$ cat src/rtl/gain_control_panel.sv
// ---------------------------------------------------------------------------
// gain_control_panel
//
// This is the front end for the 8-band equalizer's push-buttons. It takes three
// raw buttons (up, down, next-band) and passes each one through a two-flop
// synchronizer and a debouncer. The debounced levels then drive:
//   - the band selector, and
//   - the up/down strobe generator.
// The up/down strobes are one-hot, single-cycle pulses. They are gated so the
// gain of the selected band stays within 0..3. A shadow copy of every band's
// gain is kept here so the display logic can read it.
//
// Optional feature macro: GAIN_CTRL_AUTOREPEAT_EN
//   defined   : a held up/down button auto-repeats. The first repeat comes
//               REPEAT_DELAY cycles after the first strobe. Later repeats are
//               spaced REPEAT_PERIOD cycles apart.
//   undefined : each accepted press gives exactly one strobe, however long
//               the button is held.
//
// Ports:
//   clk         in   system clock
//   rst         in   asynchronous active-high reset
//   btn_up      in   raw up button, active-high
//   btn_down    in   raw down button, active-high
//   btn_next    in   raw next-band button, active-high
//   inc         out  one-hot increment strobe, bit b drives amplifier b
//   dec         out  one-hot decrement strobe, bit b drives amplifier b
//   band_sel    out  currently selected band
//   gain_shadow out  band b's gain factor in bits [2b+1:2b]
// ---------------------------------------------------------------------------
module gain_control_panel #(
    parameter int NUM_BANDS       = 8,
    parameter int DEFAULT_FACTOR  = 1,
    parameter int DEBOUNCE_CYCLES = 500000,
    parameter int REPEAT_DELAY    = 25000000,
    parameter int REPEAT_PERIOD   = 10000000,
    localparam int BW = (NUM_BANDS > 1) ? $clog2(NUM_BANDS) : 1
) (
    input  logic                   clk,
    input  logic                   rst,
    input  logic                   btn_up,
    input  logic                   btn_down,
    input  logic                   btn_next,
    output logic [NUM_BANDS-1:0]   inc,
    output logic [NUM_BANDS-1:0]   dec,
    output logic [BW-1:0]          band_sel,
    output logic [2*NUM_BANDS-1:0] gain_shadow
);

    localparam int DCW = $clog2(DEBOUNCE_CYCLES + 1);

    // Bit 0 = up, bit 1 = down, bit 2 = next
    logic [2:0]     w_raw;
    logic [2:0]     r_syncA;
    logic [2:0]     r_syncB;
    logic [2:0]     r_level;
    logic [2:0]     r_levelPrev;
    logic [2:0]     w_rise;
    logic [DCW-1:0] r_dbCount [3];

    logic [1:0]     r_gain [NUM_BANDS];
    logic [1:0]     w_curGain;
    logic           w_reqUp;
    logic           w_reqDown;
    logic           w_issueUp;
    logic           w_issueDown;

    assign w_raw  = {btn_next, btn_down, btn_up};
    assign w_rise = r_level & ~r_levelPrev;

    // Two-flop synchronizer for the asynchronous buttons. Also keeps a
    // one-cycle-delayed copy of the accepted levels so rising edges can be
    // detected.
    always_ff @(posedge clk or posedge rst) begin
        if (rst) begin
            r_syncA     <= '0;
            r_syncB     <= '0;
            r_levelPrev <= '0;
        end else begin
            r_syncA     <= w_raw;
            r_syncB     <= r_syncA;
            r_levelPrev <= r_level;
        end
    end

    // Debouncer. While the synchronized sample disagrees with the accepted
    // level, a counter runs. The count starts again whenever they agree. The
    // level flips only when the count reaches DEBOUNCE_CYCLES, so a change is
    // accepted only after enough consecutive stable samples.
    always_ff @(posedge clk or posedge rst) begin
        if (rst) begin
            r_level <= '0;
            for (int i = 0; i < 3; i++) begin
                r_dbCount[i] <= '0;
            end
        end else begin
            for (int i = 0; i < 3; i++) begin
                if (r_syncB[i] == r_level[i]) begin
                    r_dbCount[i] <= '0;
                end else if (r_dbCount[i] == DCW'(DEBOUNCE_CYCLES)) begin
                    r_level[i]   <= r_syncB[i];
                    r_dbCount[i] <= '0;
                end else begin
                    r_dbCount[i] <= r_dbCount[i] + DCW'(1);
                end
            end
        end
    end

    // Band selector. It steps once per accepted next-band press and wraps
    // around to band 0 after the last band.
    always_ff @(posedge clk or posedge rst) begin
        if (rst) begin
            band_sel <= '0;
        end else if (w_rise[2]) begin
            if (band_sel == BW'(NUM_BANDS - 1)) begin
                band_sel <= '0;
            end else begin
                band_sel <= band_sel + BW'(1);
            end
        end
    end

`ifdef GAIN_CTRL_AUTOREPEAT_EN
    localparam int TMAX = (REPEAT_DELAY > REPEAT_PERIOD) ? REPEAT_DELAY : REPEAT_PERIOD;
    localparam int TW   = $clog2(TMAX + 1);

    typedef enum logic [1:0] {
        S_IDLE,
        S_WAIT,
        S_REPEAT
    } state_t;

    state_t         r_state;
    state_t         w_stateNext;
    logic [TW-1:0]  r_timer;
    logic [TW-1:0]  w_timerNext;
    logic           r_dirDown;
    logic           w_dirNext;
    logic           w_activeLevel;

    assign w_activeLevel = r_dirDown ? r_level[1] : r_level[0];

    // Auto-repeat state, hold timer and latched direction. The timer counts
    // the cycles since the last strobe request. It keeps running even when a
    // strobe is suppressed at the gain limit.
    always_ff @(posedge clk or posedge rst) begin
        if (rst) begin
            r_state   <= S_IDLE;
            r_timer   <= '0;
            r_dirDown <= 1'b0;
        end else begin
            r_state   <= w_stateNext;
            r_timer   <= w_timerNext;
            r_dirDown <= w_dirNext;
        end
    end

    // Next-state and strobe-request logic.
    // In IDLE, a rising edge on one button starts a hold, but only if the
    // other button is not also accepted high. Once a hold has started, only
    // releasing the latched button ends it; the other button is ignored.
    always_comb begin
        w_stateNext = r_state;
        w_timerNext = r_timer;
        w_dirNext   = r_dirDown;
        w_reqUp     = 1'b0;
        w_reqDown   = 1'b0;
        case (r_state)
            S_IDLE: begin
                w_timerNext = '0;
                if (w_rise[0] && !r_level[1]) begin
                    w_reqUp     = 1'b1;
                    w_dirNext   = 1'b0;
                    w_stateNext = S_WAIT;
                end else if (w_rise[1] && !r_level[0]) begin
                    w_reqDown   = 1'b1;
                    w_dirNext   = 1'b1;
                    w_stateNext = S_WAIT;
                end
            end
            S_WAIT, S_REPEAT: begin
                if (!w_activeLevel) begin
                    w_stateNext = S_IDLE;
                    w_timerNext = '0;
                end else if (((r_state == S_WAIT) && (r_timer == TW'(REPEAT_DELAY - 1))) ||
                             ((r_state == S_REPEAT) && (r_timer == TW'(REPEAT_PERIOD - 1)))) begin
                    w_reqUp     = !r_dirDown;
                    w_reqDown   = r_dirDown;
                    w_stateNext = S_REPEAT;
                    w_timerNext = '0;
                end else begin
                    w_timerNext = r_timer + TW'(1);
                end
            end
            default: begin
                w_stateNext = S_IDLE;
                w_timerNext = '0;
            end
        endcase
    end
`else
    // Without auto-repeat the repeat timing parameters have no effect; this
    // empty block only keeps them referenced.
    if (REPEAT_DELAY > 0 && REPEAT_PERIOD > 0) begin : g_repeatUnused
    end

    // One strobe request per accepted press. Pressing both buttons together
    // requests nothing.
    always_comb begin
        w_reqUp   = w_rise[0] && !r_level[1];
        w_reqDown = w_rise[1] && !r_level[0];
    end
`endif

    assign w_curGain   = r_gain[band_sel];
    assign w_issueUp   = w_reqUp && (w_curGain != 2'd3);
    assign w_issueDown = w_reqDown && (w_curGain != 2'd0);

    // Strobe outputs and the shadow gains. A strobe that is issued moves the
    // selected band's shadow by one step on the same edge that registers
    // the strobe, so the shadow and the amplifier never disagree.
    always_ff @(posedge clk or posedge rst) begin
        if (rst) begin
            inc <= '0;
            dec <= '0;
            for (int b = 0; b < NUM_BANDS; b++) begin
                r_gain[b] <= 2'(DEFAULT_FACTOR);
            end
        end else begin
            inc <= '0;
            dec <= '0;
            if (w_issueUp) begin
                inc              <= NUM_BANDS'(1) << band_sel;
                r_gain[band_sel] <= w_curGain + 2'd1;
            end else if (w_issueDown) begin
                dec              <= NUM_BANDS'(1) << band_sel;
                r_gain[band_sel] <= w_curGain - 2'd1;
            end
        end
    end

    // Flatten the shadow gains onto the display bus.
    always_comb begin
        gain_shadow = '0;
        for (int b = 0; b < NUM_BANDS; b++) begin
            gain_shadow[2*b +: 2] = r_gain[b];
        end
    end

endmodule

$ cat config.mk
export PLATFORM = sky130hd
export DESIGN_NAME = gain_control_panel
export DESIGN_NICKNAME = d
export VERILOG_FILES = /design/src/rtl/gain_control_panel.sv
export SDC_FILE = /design/constraint.sdc
export NUM_CORES = 1
export LEC_CHECK = 0
export ABC_AREA = 1
export ABC_CLOCK_PERIOD_IN_PS = 7900
export CELL_PAD_IN_SITES_DETAIL_PLACEMENT = 0
export CELL_PAD_IN_SITES_GLOBAL_PLACEMENT = 1
export CORE_MARGIN = 1.5
export CORE_UTILIZATION = 47
export DETAILED_ROUTE_END_ITERATION = 10
export GPL_TIMING_DRIVEN = 0
export PLACE_DENSITY = 0.95
export SYNTH_ARGS = -nofsm -noshare
export SYNTH_HDL_FRONTEND = slang
export SYNTH_SLANG_ARGS = --single-unit
$ cat constraint.sdc
create_clock -name clk -period 7.9 [get_ports clk]
set_input_delay 1.58 -clock clk [delete_from_list [all_inputs] [get_ports clk]]
set_output_delay 1.58 -clock clk [all_outputs]
set_load 0.02 [all_outputs]
Word level (Yosys, flattened, before mapping) --
Cells that the tools add are included. W data, S select, Z words.
Operators by class: muxes and demuxes 19, shifts and indexed selects 1, equality and inequality tests 8, reduce and logical (&&, ||, !) cells 12, $lt $le $gt $ge 2, bitwise gates (word level) 6, add/sub/neg operators 6
Operator list (count):
- $mux W19 | 6
- $add A19 B1 Y19 const B | 3
- $eq A19 B19 Y1 const B | 3
- $bwmux W16 | 2
- $mux W16 | 2
- $mux W8 | 3
- $shl A1 B3 Y8 const A | 1
- $bmux W2 S3 | 1
- $demux W2 S3 | 1
- $mux W2 | 3
- $reduce_and A2 Y1 | 3
- $logic_and A1 B1 Y1 | 5
- $ge A4 B4 Y1 const B | 1
- $lt A4 B1 Y1 const B | 1
- $not A3 Y4 | 1
- $reduce_bool A2 Y1 | 2
- $add A3 B1 Y3 const B | 1
- $and A3 B3 Y3 | 1
- $eq A1 B1 Y1 | 3
- $eq A3 B3 Y1 const B | 1
- $mux W3 | 1
- $not A1 Y1 | 3
- $not A3 Y3 | 1
- $add A2 B1 Y2 const B | 1
- other kinds (3) | 4
Word-level totals: bits of input ports 5, output and inout bits 35, word-level logic and storage cells 74, bits in registers 104

Depth between registers and ports, before layout --
depth after elaboration 8, mapped depth 15, depth with buffers taken out 15

Worst setup path before layout --
No wires, ideal clock.
path type reg-to-reg, start point register band_sel[1], end point register r_gain (netlist bit gain_shadow[11]), period minus slack after synthesis 2.221 ns, stages on the path, launching flop included 15, path buffers 2, data required time 7.765 ns, setup slack 5.679 ns, arrival time 2.086 ns, library setup time 0.135 ns, path through dfrtp_1 -> buf_4 -> inv_2 -> buf_6 -> nand4_1 -> nand2_1 -> nor2_1 -> nand2_2 -> ha_1 -> nor2_1 -> nand3_4 -> nand2_2 -> nand4_1 -> nand2_1 -> o21ai_0
On the way: word-level cells in the longest chain between the ends 8, elaborated cells between the ends (all ways) 20, classes of those cells add/sub (2); order compare (2); eq/ne (1); mux (9); bitwise (1); reduce/logical (5)
RTL lines:
- from (decl) | RTL line 46 | output logic [BW-1:0] band_sel,
- from (signal assigned) | RTL line 119 | band_sel <= band_sel + BW'(1);
- $not A3 Y4 (not written as such) (*) | RTL line 216, 235, 238
- $bmux W2 S3 (tied with other cells) | RTL line 216 | assign w_curGain = r_gain[band_sel];
- $mux W2 (not written as such) / $logic_and A1 B1 Y1 (equally long branches) | RTL line 216, 235, 238
- $mux W2 (on tied branches) | RTL line 216, 235, 238
- $sub A2 B1 Y2 / $demux W2 S3 (equally long branches) | RTL line 238, 235
- $bwmux W16 | RTL line 238 | r_gain[band_sel] <= w_curGain - 2'd1;
- $mux W16 | RTL line 236 | end else if (w_issueDown) begin
- $mux W16 | RTL line 233 | if (w_issueUp) begin
- to (signal, indexed assignment) | RTL line 228 | r_gain[b] <= 2'(DEFAULT_FACTOR);
- to (signal, indexed assignment) | RTL line 235 | r_gain[band_sel] <= w_curGain + 2'd1;
- to (signal, indexed assignment) | RTL line 238
- to (decl) | RTL line 61 | logic [1:0] r_gain [NUM_BANDS];
Every way passes the cells marked *; elsewhere a longest branch is shown, timed or not. The select of a mux whose other input is x is not followed. A chain may end at the register's enable or synchronous reset.

==> metrics.txt <==
outcome=finished, final reports clean; commonest non-fill, non-tap cell in the layout=nor2_1; vias in the first global route=4,004; CP endpoint kind=output port; chip height=108.0 µm; Final Critical Period=3.154 ns; CP Buf/Inv Count=1; Syn Inst Count=636; Initial Utilization=0.4798; DRT Pass-1 Iters=5; CTS tree=yes; GR peak layer=met2; post-CTS setup buffer count=0; CP Cell Sequence=clkdlybuf4s50_1; Root Buffer=clkbuf_8; Via density=5.032; Psw=0.0002193 W; Mapped Area=5179 µm²; P_leak=2.599 nW; CP max FO=3; Max Fclk=317.0 MHz; gpl congestion=0.8549; met3 Use GR=0.05485; Yosys cell types=32; met2 Track Usage GR=0.3273; fraction of layout cells with a size suffix above 1=0.06647; Iteration-0 DRC Markers=192; first-pass GRT wire length=17,950 µm; Combinational Power Share=0.032; area grow syn2layout=16.31%; Seq pwr share=0.553; Die X=108.0 µm; fin nets=706; initial antenna violation count=0; placed cell area=5774 µm²; CTS buffer count=9; most frequent cells in the layout=nor2_1 (142), nand2_1 (128), dfrtp_1 (96); Switching Share=0.2237; WHS=0.3597 ns; HPWL Detailed=7705 µm; Power Dens Cells=162.8 nW/µm²; RSZ-0062 raised after global routing=false; TritonCTS Sinks=104; Tcrit/Tclk final=0.3993; Max-cap violations=0; pins over their slew limit=0; FP Rows=38; final WL=10,540 µm; Stages on worst setup path=1; required time of the critical path=6.32 ns; Routed Antenna Nets=0; worst slew pin tran=0.6361 ns; Mean Syn Cell Area=8.143 µm²; worst hold path class=flop to flop; worst r2r path cells=11; flops & latches, synth=104; Worst-path clk slew=0.09 ns; Worst Path Arrival=1.57 ns; largest net degree at the start of global routing=54; setup total negative slack=0 ns; Final Skew=0.008485 ns; Hold Path Stages=0; worst setup path class=flop to output port; clock network fraction of design power=0.415; critical path's slowest cell=clkdlybuf4s50_1; finished layout cell area=6023 µm²; Crit path max-delay family=buffers and inverters; slew margin rel.=0.5760; CTS max path bufs=2; io pins=40; GRT overflow=0; clk_lat worst skew=0.39 ns; setup violators final=0; met1 usage=0.2510; H-Tree Depth=3; # DRC=0; post-synthesis sequential area ratio=0.5045; total of cells resized after clock tree synthesis=0; largest stage delay on the critical path=0.62 ns; # hold bufs at CTS=0; DR WL/cell=12.66 µm; total die area=11,660 µm²; core area=10,790 µm²; Overall Global Routing Usage=0.1969; syn_nets=655; Worst Setup Start Kind=flop; cell internal pwr=0.0007611 W; vias post-DR=4,187; Ys Warns=0; Diodes inserted=0; Max VDD drop=0.0001784 V; final hold vios=0; I/O Buffers=39
==> worst paths after layout <==
check,start,endpoint,slack (ns)
max reg2reg,band_sel[0]$_DFFE_PP0P_,gain_shadow[5]$_DFFE_PP0P_,5.29
min reg2reg,r_syncA[2]$_DFF_PP0_,r_syncB[2]$_DFF_PP0_,0.36
max,flop,gain_shadow[12],4.75
max in group asynchronous,rst,async pin,5.54
min,r_syncA[2]$_DFF_PP0_,r_syncB[2]$_DFF_PP0_,0.36
min in group asynchronous,rst,r_dbCount[2]$_DFF_PP0_,1.63
==> cells by family after synthesis <==
| kind of cell | count (synthesis) | share of synthesized area |
|---|---|---|
| AO/OA/AOI/OAI | 46 | 0.04687 |
| XOR/XNOR | 33 | 0.05871 |
| adder cells (fa/ha/maj) | 14 | 0.03382 |
| buffers and inverters | 76 | 0.05871 |
| flip-flops | 104 | 0.5045 |
| AND/OR/NAND/NOR | 363 | 0.2974 |
==> power by group through the flow <==
stage          clock (W)  combinational [W]  sequential [W]
2_1_floorplan          0          0.0000218        0.000551
3_3_place_gp           0          0.0000298        0.000552
3_5_place_dp           0          0.0000330        0.000553
4_1_cts         0.000417          0.0000331        0.000542
5_1_grt         0.000441          0.0000369        0.000543
6_report        0.000407          0.0000317        0.000542
==> state kept, by name, summed over array words and instances, names as in the netlist, named ones only <==
name,count
r_syncA,3
r_level,3
r_dbCount,57
dec,8
gain_shadow,8
r_syncB,3
band_sel,3
inc,8
r_levelPrev,3
==> layout make-up <==
| cell class | count | area, µm² |
|---|---|---|
| clock inverters | 7 | 125.1 |
| flip-flops and latches | 104 | 2613 |
| inverters | 69 | 264.0 |
| clock buffers | 9 | 123.9 |
| plain buffers | 7 | 42.54 |
| multi-input cells | 456 | 2262 |
| well taps | 140 | 175.2 |
| repair buffers | 40 | 417.9 |
| fillers | 1010 | 4770 |
==> metal layers <==
layer  up-vias  part of all wire
met4         0             0.010
li1       2124                 -
met1      1953              0.46
met5         -                 0
met2       103              0.48
met3         7             0.049
==> cell usage after synthesis (all sizes together) <==
library cell,number,share of area
nor2,144,0.11
nand2,132,0.098
dfrtp,96,0.46
inv,68,0.050
nand3,41,0.042
o21ai,31,0.030
xor2,24,0.042
nor3,21,0.021
nand4,19,0.023
ha,14,0.034
a21oi,11,0.011
xnor2,9,0.017
dfstp,8,0.041
buf,6,0.0075
nor3b,4,0.0058
a31oi,2,0.0024
and2,2,0.0024
a211oi,1,0.0024
clkbuf,1,0.00072
clkinv,1,0.00072
o21a,1,0.0015
==> through the flow <==
| stage | util | setup WS, ns | instances | total power, W |
|---|---|---|---|---|
| 3_3_place_gp | 0.5322 | 2.270 | 815 | 0.0005821 |
| 4_1_cts | 0.5581 | 4.721 | 832 | 0.0009926 |
| 5_1_grt | 0.5581 | 4.696 | 832 | 0.001021 |
| 6_report | 0.5581 | 4.746 | 832 | 0.0009804 |
| 3_5_place_dp | 0.5350 | 5.070 | 816 | 0.0005855 |
| 2_1_floorplan | - | 3.601 | 636 | 0.0005732 |
Power figures use the tool's default switching activity.
